File: src/rtl/stream_onehot_mux.sv
// N-channel valid/ready stream mux steered by a one-hot select, with optional packet locking,
// select-error flagging and a registered main+skid output stage.
module stream_onehot_mux #(
  parameter int unsigned DW       = 8,
  parameter int unsigned N        = 4,
  parameter int unsigned LOCK_PKT = 1
) (
  input  logic            clk,
  input  logic            rst,
  input  logic [N-1:0]    sel,
  input  logic [N-1:0]    in_valid,
  input  logic [N*DW-1:0] in_data,
  input  logic [N-1:0]    in_last,
  output logic [N-1:0]    in_ready,
  output logic            out_valid,
  output logic [DW-1:0]   out_data,
  output logic            out_last,
  input  logic            out_ready,
  output logic            sel_err
);

  typedef enum logic {StIdle, StLocked} state_e;

  state_e         state_q, state_d;
  logic [N-1:0]   sel_q, sel_d;
  logic [N-1:0]   act_sel;
  logic           sel_legal;
  logic           sel_ok;
  logic           sel_err_d;

  logic           main_valid_q;
  logic [DW-1:0]  main_data_q;
  logic           main_last_q;
  logic           skid_full_q;
  logic [DW-1:0]  skid_data_q;
  logic           skid_last_q;

  logic           accept;
  logic [DW-1:0]  beat_data;
  logic           beat_last;
  logic           pop;

  assign sel_legal = $onehot(sel);
  assign act_sel   = (state_q == StLocked) ? sel_q : sel;
  assign sel_ok    = (state_q == StLocked) || sel_legal;
  assign sel_err_d = (state_q == StIdle) && (|sel) && !sel_legal;
  assign pop       = main_valid_q && out_ready;

  // Ready is a function of registered state and sel only, never of in_valid or out_ready.
  always_comb begin
    in_ready = '0;
    if (!rst && sel_ok && !skid_full_q) begin
      in_ready = act_sel;
    end
  end

  // in_ready has at most one bit set, so a priority scan acts as a one-hot mux.
  always_comb begin
    accept    = 1'b0;
    beat_data = '0;
    beat_last = 1'b0;
    for (int i = 0; i < int'(N); i++) begin
      if (in_ready[i] && in_valid[i]) begin
        accept    = 1'b1;
        beat_data = in_data[i*DW +: DW];
        beat_last = in_last[i];
      end
    end
  end

  always_comb begin
    state_d = state_q;
    sel_d   = sel_q;
    if (LOCK_PKT != 0 && accept) begin
      unique case (state_q)
        StIdle: begin
          if (!beat_last) begin
            state_d = StLocked;
            sel_d   = sel;
          end
        end
        StLocked: begin
          if (beat_last) begin
            state_d = StIdle;
          end
        end
        default: state_d = StIdle;
      endcase
    end
  end

  always_ff @(posedge clk) begin
    if (rst) begin
      state_q <= StIdle;
      sel_q   <= '0;
      sel_err <= 1'b0;
    end else begin
      state_q <= state_d;
      sel_q   <= sel_d;
      sel_err <= sel_err_d;
    end
  end

  // Skid only fills while main is stalled; it drains into main on the next pop.
  always_ff @(posedge clk) begin
    if (rst) begin
      main_valid_q <= 1'b0;
      main_data_q  <= '0;
      main_last_q  <= 1'b0;
      skid_full_q  <= 1'b0;
      skid_data_q  <= '0;
      skid_last_q  <= 1'b0;
    end else if (pop) begin
      if (skid_full_q) begin
        main_data_q <= skid_data_q;
        main_last_q <= skid_last_q;
        skid_full_q <= 1'b0;
      end else if (accept) begin
        main_data_q <= beat_data;
        main_last_q <= beat_last;
      end else begin
        main_valid_q <= 1'b0;
      end
    end else if (accept) begin
      if (!main_valid_q) begin
        main_valid_q <= 1'b1;
        main_data_q  <= beat_data;
        main_last_q  <= beat_last;
      end else begin
        skid_full_q <= 1'b1;
        skid_data_q <= beat_data;
        skid_last_q <= beat_last;
      end
    end
  end

  assign out_valid = main_valid_q;
  assign out_data  = main_data_q;
  assign out_last  = main_last_q;

endmodule

File: config.mk
export PLATFORM = sky130hd
export DESIGN_NAME = stream_onehot_mux
export DESIGN_NICKNAME = d
export VERILOG_FILES = /design/src/rtl/stream_onehot_mux.sv
export SDC_FILE = /design/constraint.sdc
export NUM_CORES = 1
export LEC_CHECK = 0
export CAP_MARGIN = 20
export CORE_MARGIN = 2
export CORE_UTILIZATION = 51
export CTS_BUF_LIST = sky130_fd_sc_hd__clkbuf_4
export CTS_CLUSTER_SIZE = 25
export DETAILED_ROUTE_END_ITERATION = 12
export HOLD_SLACK_MARGIN = 0.03
export PLACE_DENSITY = 0.88
export SYNTH_ARGS = -nofsm -noshare
export SYNTH_HDL_FRONTEND = slang
export SYNTH_SLANG_ARGS = --single-unit
File: constraint.sdc
create_clock -name clk -period 6.5 [get_ports clk]
set_input_delay 1.3 -clock clk [delete_from_list [all_inputs] [get_ports clk]]
set_output_delay 1.3 -clock clk [all_outputs]
set_load 0.02 [all_outputs]
* Word-level counts from Yosys, hierarchy flattened
Index checks and enable logic that the tools add are counted.
Operators by class: mux-type cells 29, add/sub/neg operators 3, equality and inequality tests 4, reductions and logical operators 22, bitwise logic cells 3
Operator list (count):
- $mux W8 | 9
- $mux W1 | 18
- $reduce_and A3 Y1 | 4
- $logic_and A1 B1 Y1 | 9
- $mux W4 | 2
- $add A1 B1 Y2 | 2
- $ne A2 B2 Y1 const B | 2
- $reduce_bool A2 Y1 | 2
- $reduce_or A4 Y1 | 1
- $add A2 B2 Y3 | 1
- $eq A3 B1 Y1 const B | 1
- $logic_not A1 Y1 | 3
- $not A1 Y1 | 3
- $ne A2 B1 Y1 const B | 1
- $reduce_and A2 Y1 | 1
- $reduce_or A2 Y1 | 1
- $logic_or A1 B1 Y1 | 1
Word-level totals: bits of input ports 47, register bits after elaboration 26, word-level logic and storage cells 70, output and inout port bits 15

* Longest topological paths before layout
Gate-level depths: netlist of run 1.
depth in word-level cells 15, depth in mapped cells 16, mapped depth without buffers 14

* Least setup slack after synthesis of run 1
OpenSTA, ideal clock, no wires.
kind in2out, start input port sel[0], end output port in_ready[1], data required time 5200 ps, stages 10, slack 1683 ps, arrival 3517 ps, cell sequence inv_1 > fa_1 > inv_1 > ha_1 > ha_1 > nor3b_1 > o21a_1 > clkbuf_1 > buf_2 > and2_1
Between the ends: cells in the longest elaborated chain, start to end 7
Ends and longest elaborated chain:
- from (decl) | RTL line 10 | input logic [N-1:0] sel,
- $add A1 B1 Y2 (not written as such) | RTL line 43 | assign sel_legal = $onehot(sel);
- $add A2 B2 Y3 (not written as such) | RTL line 43
- $eq A3 B1 Y1 | RTL line 43
- $logic_or A1 B1 Y1 | RTL line 45 | assign sel_ok = (state_q == StLocked) || sel_legal;
- $logic_and A1 B1 Y1 (2 in a row) | RTL line 52 | if (!rst && sel_ok && !skid_full_q) begin
- $mux W4 | RTL line 52
- to (decl) | RTL line 14 | output logic [N-1:0] in_ready,
No other way between the ends.

* Worst setup path in the final report of run 1
start input port sel[0], end output port in_ready[3]
The elaborated chain is that of the path after synthesis.

==> results of run 1 <==
[cell families (layout without fill, tap and decap cells)]
kind of cell	after synthesis	after routing
AND/OR/NAND/NOR	63	63
buffers and inverters	21	75
multiplexers	9	9
flip-flops	26	26
AO/OA/AOI/OAI	75	75
adder cells (fa/ha/maj)	5	5
[sequential cells by signal, summed over array words and instances, names as in the netlist]
signal       cells
out_data         8
skid_data_q      8
sel_q            4
out_last         1
out_valid        1
sel_err          1
skid_full_q      1
skid_last_q      1
state_q          1
[where the power goes]
part	switching, µW	internal, µW	total [µW]
Combinational	76.8	73.3	150
Sequential	7.96	167	175
Clock	50.3	62.3	113
Total	135	302	437
[Yosys cell counts (all sizes together) (8+ instances only)]
library cell  instances
dfxtp                26
o211ai                9
inv                   8
a21oi                13
buf                   9
a221oi                8
nand3                 9
o21ai                10
nand2                16
a21o                  8
a211oi               12
nand2b               11
nor3b                10
o211a                 9
[per-stage QoR]
step	total power (µW)	std cells	setup WS [ns]	hold WS (ns)
2_1_floorplan	267	199	1.68	0.448
3_3_place_gp	323	295	0.856	0.461
3_5_place_dp	327	295	0.763	0.474
4_1_cts	440	299	0.765	0.496
5_1_grt	459	299	0.625	0.531
6_report	437	299	0.762	0.488
[worst max-delay path, delay by kind of cell]
kind	cells	cell delay, ns
AOI/OAI and AO/OA	1	0.17
adders and majority gates	3	0.98
buffers and inverters	5	1.48
and+or+nand+nor	2	0.50
[routing by layer]
metal / share of wire [%] / vias up
met4: 1.4 / 0
met3: 4.6 / 6
met5: 0 / -
met2: 47 / 42
met1: 47 / 835
li1: - / 859
[layout by cell type, fill, tap and decap left out, types with 2 or more instances in the layout]
cell	Yosys	layout
and2_1	5	5
nand2_1	15	15
a21o_1	8	8
ha_1	4	4
buf_4	0	2
a211oi_2	9	9
nand3_1	9	9
nor3b_1	10	10
mux2i_1	5	5
a211oi_1	2	2
a21oi_1	13	13
o211a_1	9	9
clkbuf_4	0	3
dfxtp_1	26	26
o21ai_0	9	9
mux2_4	2	2
a221oi_1	8	8
o211ai_1	9	9
inv_1	7	7
nor2_1	4	4
and3_1	2	2
nand2b_1	10	10
clkdlybuf4s50_1	0	61
[cell type report]
type	count	area [µm²]	share of cell area [%]
Inverter	8	30.0	1.20
Clock buffer	3	22.5	0.899
Clock inverter	1	30.0	1.20
Sequential cell	26	520	20.8
Multi-Input combinational cell	152	1220	48.7
Timing Repair Buffer	63	626	25.0
Tap cell	46	57.6	2.30
[how the worst min path moves through the flow]
| stage | to | slack (ns) | cells after the start |
|---|---|---|---|
| finish | sel_q[1]$_SDFFE_PP0P_ | 0.49 | 2 |
| global route | sel_q[3]$_SDFFE_PP0P_ | 0.53 | 2 |
| floorplan | sel_q[1]$_SDFFE_PP0P_ | 0.45 | 2 |
| CTS | sel_q[1]$_SDFFE_PP0P_ | 0.50 | 2 |
| detailed placement | sel_q[1]$_SDFFE_PP0P_ | 0.47 | 2 |
| global placement | sel_q[1]$_SDFFE_PP0P_ | 0.46 | 2 |
==> impl_metrics.tcl, run 1 <==
set metrics [dict create \
    fp-row-count 21 \
    cp.required_ns 5.20 \
    setup_viol 0 \
    clkLatencyLatePin_ns 0.33 \
    finalNetCount 306 \
    ctsHtreeMaxLevel 1 \
    met2_usage_pct 39.1 \
    post_cts_buffers 0 \
    tns_ns 0 \
    use_met1_pct 33.1 \
    syn_to_final_growth_pct 36.0 \
    min_from "sel_q[1]$_SDFFE_PP0P_" \
    min_period_ns 5.74 \
    status "completed" \
    crit_chain "clkdlybuf4s50_1, inv_1, fa_1, inv_1, ha_1, ha_1, nor3b_1, o21a_1, buf_4, and2_1, clkdlybuf4s50_1" \
    synth-xor-area-share_pct 0 \
    ctsResizeCount 0 \
    synth_area_per_cell_um2 9.26 \
    grt_max_degree 32 \
    rsz0062_at_grt "false" \
    placed_cell_area_um2 2450 \
    grt_pass1_wl_um 7830 \
    gr-total-overflow 0 \
    fin_area_um2 2510 \
    dieHeight_um 64.1 \
    critPathCapture "in_ready[3]" \
    synth_compound_gate_area_share_pct 35.3 \
    hp-class "reg2reg" \
    cp_slowest_cell "clkdlybuf4s50_1" \
    cp_max_fo 19 \
    die_area_um2 4110 \
    root_buffer "clkbuf_4" \
    synthTopCellsByArea "dfxtp_1 28%, a211oi_2 6.1%, o211a_1 4.9%, nor3b_1 4.1%, a221oi_1 3.8%" \
    hpwlAfterDp_um 3710 \
    clkSinkCount 26 \
    cts_hold_buf 0 \
    r2r_cells 9 \
    drt_iter0_drc 158 \
    slew_headroom_pct 46.9 \
    die_w_um 64.1 \
    syn_inst 199 \
    crit_type "in2out" \
    r2r_start "state_q$_SDFFE_PP0P_" \
    endpoint_kind "output port" \
    synth-seq-cells 26 \
    synth.distinct_cells 44 \
    met3_usage_pct 4.75 \
    skew_ns 0.0134 \
    post_drt_via_cell_ratio 5.83 \
    r2r_slack_ns 3.88 \
    hold_viol 0 \
    synth_fa_ha_area_share_pct 3.80 \
    drc_errors 0 \
    synthMuxAreaShare_pct 5.70 \
    pwr_density_cell_nw_per_um2 175 \
    fin_crit_sh_pct 88.3 \
    async_flop_share_pct 0 \
    slew_violations 0 \
    synth-simple-area-share_pct 21.4 \
    clock_path_buffers 2 \
    start_util_pct 54.0 \
    startpoint_type "primary input" \
    gp_congestion 0.890 \
    seq_area_frac_synth_pct 28.2 \
    track_usage_pct 24.0 \
    clkTransAtPathRegs_ns 0.14 \
    port_buffers 61 \
    drive_gt1_share_pct 11.9 \
    ios 62 \
    yosysTopAreaCell "dfxtp_1" \
    drt_first_pass_iters 4 \
    diodes 0 \
    synth_top_family_by_area "compound AO/OA/AOI/OAI gates" \
    slowest_delay_ns 0.59 \
    leakagePower_uw 0.000934 \
    routed_wl_um 4850 \
    cp.arrival_ns 4.44 \
    rr_endpoint "out_last$_SDFFE_PP0P_" \
    syn_area_um2 1840 \
    antenna_left 0 \
    busiest_layer "met2" \
    first_global_vias 1635 \
    synth_fp_nets 251 \
    synth-edff-count 0 \
    route.vias.total 1742 \
    detail_route.wl_per_cell_um 16.2 \
    yosys_warnings 0 \
    synth_ff_type "dfxtp_1" \
    numCtsBuffers 3 \
    post-route-util_pct 73.4 \
    antenna_found_initial 0 \
    critPathLaunch "sel[0]" \
    fmax_mhz 174 \
    synth_top_area_share_pct 28.2 \
    ir_worst_vdd_mv 0.142 \
    drv_cap 0 \
    cts_tree "yes" \
    core_area_um2 3420 \
    max_slew.worst_pin.slew_ns 0.796 \
    fillers 261 \
]
No activity file was read; power rests on OpenSTA's default activity.
==> run 2: changes to the inputs <==
CORE_UTILIZATION = 65   (was 51)
DONT_BUFFER_PORTS = 1   (was default)
PLACE_DENSITY = 0.81   (was 0.88)
==> run 2 against run 1 <==
  * Non-clock buffer count fell by 63
  * Clock skew fell by 0.010 ns
  * Register-to-register slack barely moved
  * Highest routed layer unchanged
  * Total power fell by 10%
  * Setup slack improved by 0.77 ns
  * Sequential share of layout area rose by 7.2 points
  * Core utilization fell by 5.3 points
  * First-iteration DRC count fell by 35%
  * Global-route usage rose by 2.2 points
  * Clock power barely moved
==> impl_metrics.tcl, run 2 (same netlist as run 1, synthesis figures left out) <==
set metrics [dict create \
    status "completed" \
    ios 62 \
    clkLatencyLatePin_ns 0.33 \
    rsz0062_at_grt "false" \
    skew_ns 0.00334 \
    pwr_density_cell_nw_per_um2 210 \
    root_buffer "clkbuf_4" \
    hold_viol 0 \
    setup_viol 0 \
    ctsResizeCount 0 \
    clkTransAtPathRegs_ns 0.15 \
    track_usage_pct 26.2 \
    first_global_vias 1502 \
    diodes 0 \
    dieHeight_um 57.3 \
    drt_first_pass_iters 4 \
    clock_path_buffers 2 \
    fin_crit_sh_pct 76.4 \
    fmax_mhz 201 \
    leakagePower_uw 0.000692 \
    ctsHtreeMaxLevel 1 \
    ir_worst_vdd_mv 0.196 \
    cts_hold_buf 0 \
    hp-class "reg2reg" \
    drv_cap 0 \
    dp_slack_ns 1.57 \
    post_drt_via_cell_ratio 7.09 \
    drt_iter0_drc 103 \
    route.vias.total 1567 \
    grt_pass1_wl_um 6780 \
    hpwlAfterDp_um 3210 \
    gr-total-overflow 0 \
    start_util_pct 67.4 \
    detail_route.wl_per_cell_um 19.5 \
    multi_input_area_um2 1220 \
    max_slew.worst_pin.slew_ns 0.791 \
    crit_type "in2out" \
    post_cts_buffers 0 \
    worst_hold_slack_ns 0.493 \
    startpoint_type "primary input" \
    tns_ns 0 \
    antenna_found_initial 0 \
    drive_gt1_share_pct 14.7 \
    antenna_left 0 \
    grt_max_degree 32 \
    cts_tree "yes" \
    core_area_um2 2730 \
    port_buffers 0 \
    min_period_ns 4.97 \
    timing.final.ws_setup_ns 1.53 \
    endpoint_kind "output port" \
    syn_to_final_growth_pct 1.02 \
    slew_headroom_pct 47.3 \
    seq_area_um2 520 \
    fp-row-count 19 \
    final_common_cell "dfxtp_1" \
    slew_violations 0 \
    die_area_um2 3280 \
    cp.arrival_ns 3.67 \
    gp_congestion 0.956 \
    finalPower_uw 392 \
    fillers 223 \
    dp.cells 217 \
    finalNetCount 243 \
    cp_max_fo 20 \
    instances_no_fill 221 \
    drc_errors 0 \
    clkSinkCount 26 \
    final_cell_mix "26 x dfxtp_1, 15 x nand2_1, 13 x a21oi_1, 10 x nor3b_1, 10 x nand2b_1" \
    die_w_um 57.3 \
    cp.required_ns 5.20 \
    routed_wl_um 4310 \
    numCtsBuffers 3 \
]
## run 2: metal layers
metal | vias up | global-route usage, % | routed length, µm
met1 | 749 | 34.0 | 1810
met2 | 73 | 42.5 | 2090
li1 | 735 | - | -
met4 | 0 | 8.31 | 54
met3 | 10 | 7.26 | 359
met5 | - | 0 | 0
## run 2: where the power goes
group          switching (µW)  total, µW  internal (µW)
sequential               13.9        181            167
combinational            58.6       96.4           37.8
clock                    52.3        115           62.4
total                     125        392            267
## run 2: worst paths after layout
kind	startpoint	slack (ns)	endpoint	cells past startpoint
setup / recovery	sel[0]	1.53	in_ready[3]	8
hold / removal	sel_q[1]$_SDFFE_PP0P_	0.49	sel_q[1]$_SDFFE_PP0P_	2
setup reg to reg	state_q$_SDFFE_PP0P_	3.88	out_last$_SDFFE_PP0P_	9
hold reg to reg	sel_q[1]$_SDFFE_PP0P_	0.49	sel_q[1]$_SDFFE_PP0P_	2
## run 2: critical path, cell delays in order
cell and delay, ns:
inv_1 0.05, fa_1 0.53, inv_1 0.04, ha_1 0.17
ha_1 0.26, nor3b_1 0.36, o21a_1 0.61, and2_1 0.35
## run 2: area by class of cell
| class | instances | area share [%] |
|---|---|---|
| clock buffers | 3 | 1.21 |
| clock inverters | 1 | 1.61 |
| inverters | 8 | 1.61 |
| multi-input cells | 152 | 65.5 |
| flip-flops and latches | 26 | 28.0 |
| well taps | 31 | 2.08 |
## run 2: metrics by stage
step,utilization [%],area (µm²)
after detailed placement,66.2,1810
after floorplan,-,1840
final,68.1,1860
after global routing,68.1,1860
after global placement,66.2,1810
after CTS,68.1,1860
==> run 3: changes to the inputs <==
clock period = 4.6 ns   (was 6.5 ns; I/O delays follow)
==> run 3 against run 2 <==
  * Non-clock buffer count is 1 higher
  * Design area is 0.40% higher
  * Clock skew is 0.0097 ns higher
==> impl_metrics.tcl, run 3 (same netlist as run 1, synthesis figures left out) <==
set metrics [dict create \
    ios 62 \
    track_usage_pct 28.6 \
    clkSinkCount 26 \
    drt_iter0_drc 98 \
    port_buffers 0 \
    drc_errors 0 \
    startpoint_type "primary input" \
    crit_type "in2out" \
    drv_cap 0 \
    swShare_pct 32.1 \
    drive_gt1_share_pct 15.2 \
    grt_max_degree 32 \
    fp-row-count 19 \
    detail_route.wl_per_cell_um 20.0 \
    hp-class "reg2reg" \
    post_cts_buffers 0 \
    slowest_delay_ns 0.53 \
    hold_end "sel_q[1]$_SDFFE_PP0P_" \
    cts_tree "yes" \
    slew_violations 0 \
    hpwlAfterDp_um 3380 \
    max_slew.worst_pin.slew_ns 0.794 \
    route.vias.total 1545 \
    r2r_slack_ns 1.97 \
    dieHeight_um 57.3 \
    final_cell_mix "26 x dfxtp_1, 15 x nand2_1, 13 x a21oi_1, 10 x nor3b_1, 10 x nand2b_1" \
    pwr_density_cell_nw_per_um2 298 \
    combPwrFrac_pct 25.0 \
    root_buffer "clkbuf_4" \
    r2r_start "state_q$_SDFFE_PP0P_" \
    min_period_ns 3.95 \
    post_drt_via_cell_ratio 6.96 \
    ctsHtreeMaxLevel 1 \
    p_int_uw 379 \
    crit_chain "inv_1, fa_1, inv_1, ha_1, ha_1, nor3b_1, o21ai_1, nor2_1" \
    rsz0062_at_grt "false" \
    slew_headroom_pct 47.0 \
    r2r_cells 9 \
    grt_pass1_wl_um 7210 \
    antenna_left 0 \
    hold_viol 0 \
    path_buf_inv 2 \
    gr-total-overflow 0 \
    finalPower_uw 558 \
    cp.required_ns 3.68 \
    clkLatencyLatePin_ns 0.34 \
    cts_hold_buf 0 \
    tns_ns 0 \
    antenna_found_initial 0 \
    min_from "sel_q[1]$_SDFFE_PP0P_" \
    cp.arrival_ns 3.03 \
    fmax_mhz 253 \
    syn_to_final_growth_pct 1.43 \
    numCtsBuffers 3 \
    die_area_um2 3280 \
    rr_endpoint "out_data[1]$_SDFFE_PP0P_" \
    gp_congestion 0.900 \
    cp_max_fo 5 \
    clkTransAtPathRegs_ns 0.16 \
    p_switching_uw 179 \
    seq_power_share_pct 45.7 \
    clock_path_buffers 2 \
    endpoint_kind "output port" \
    finalNetCount 244 \
    drt_first_pass_iters 4 \
    diodes 0 \
    leakagePower_uw 0.000697 \
    worstHoldPathCells 2 \
    cp_slowest_cell "fa_1" \
    status "completed" \
    routed_wl_um 4440 \
    power.share.clock_pct 29.3 \
    skew_ns 0.0130 \
    core_area_um2 2730 \
    fin_crit_sh_pct 85.8 \
    die_w_um 57.3 \
    start_util_pct 67.4 \
    ctsResizeCount 0 \
    first_global_vias 1532 \
    setup_viol 0 \
    ir_worst_vdd_mv 0.265 \
    crit_family "adder cells" \
    post-route-util_pct 68.4 \
    final_common_cell "dfxtp_1" \
]
==> run 3: cell count changes in the layout (fill, tap and decap cells not counted) <==
| cell | before | now |
|---|---|---|
| buf_4 | 0 | 1 |
==> run 3: per-stage QoR <==
step	cells	area [µm²]	hold WS, ns	worst slack [ns]
2_1_floorplan	199	1840	0.448	0.543
3_3_place_gp	218	1820	0.459	0.731
3_5_place_dp	218	1820	0.482	0.559
4_1_cts	222	1870	0.502	0.660
5_1_grt	222	1870	0.533	0.420
6_report	222	1870	0.496	0.651
==> run 3: worst reg2reg max path, delay by kind of cell, from the launching register on <==
kind	cells	cell delay [ns]
buffers and inverters	2	0.16
AND/OR/NAND/NOR	1	0.25
adder cells (fa/ha/maj)	1	0.15
flip-flops	1	0.72
AO/OA/AOI/OAI	4	0.89
multiplexers	1	0.40
==> run 3: area by class of cell <==
type                            instances  area (µm²)
Tap cell                               31        38.8
Timing Repair Buffer                    1        7.51
Clock buffer                            3        22.5
Fill cell                             222         865
Clock inverter                          1        30.0
Inverter                                8        30.0
Sequential cell                        26         520
Multi-Input combinational cell        152        1220
==> run 3: power groups by stage <==
stage	Clock [µW]	Sequential, µW	Combinational, µW
floorplan	0	254	124
global placement	0	259	130
detailed placement	0	260	137
CTS	166	255	138
global route	173	257	153
finish	163	255	140
==> run 3: routing by layer <==
layer	GRT usage [%]	wire [µm]	vias to the layer above
met2	46.0	2100	65
li1	-	-	734
met1	37.3	1900	732
met5	0	0	-
met4	11.0	97	0
met3	6.58	342	14
==> run 3: worst max path at each step <==
stage,slack [ns],to,cells past startpoint,from
after floorplan,0.54,in_ready[1],10,sel[0]
after global placement,0.73,out_last$_SDFFE_PP0P_,14,sel[0]
after detailed placement,0.56,out_last$_SDFFE_PP0P_,14,sel[0]
after CTS,0.66,in_ready[2],8,sel[0]
after global routing,0.42,in_ready[2],8,sel[0]
final,0.65,in_ready[0],8,sel[0]
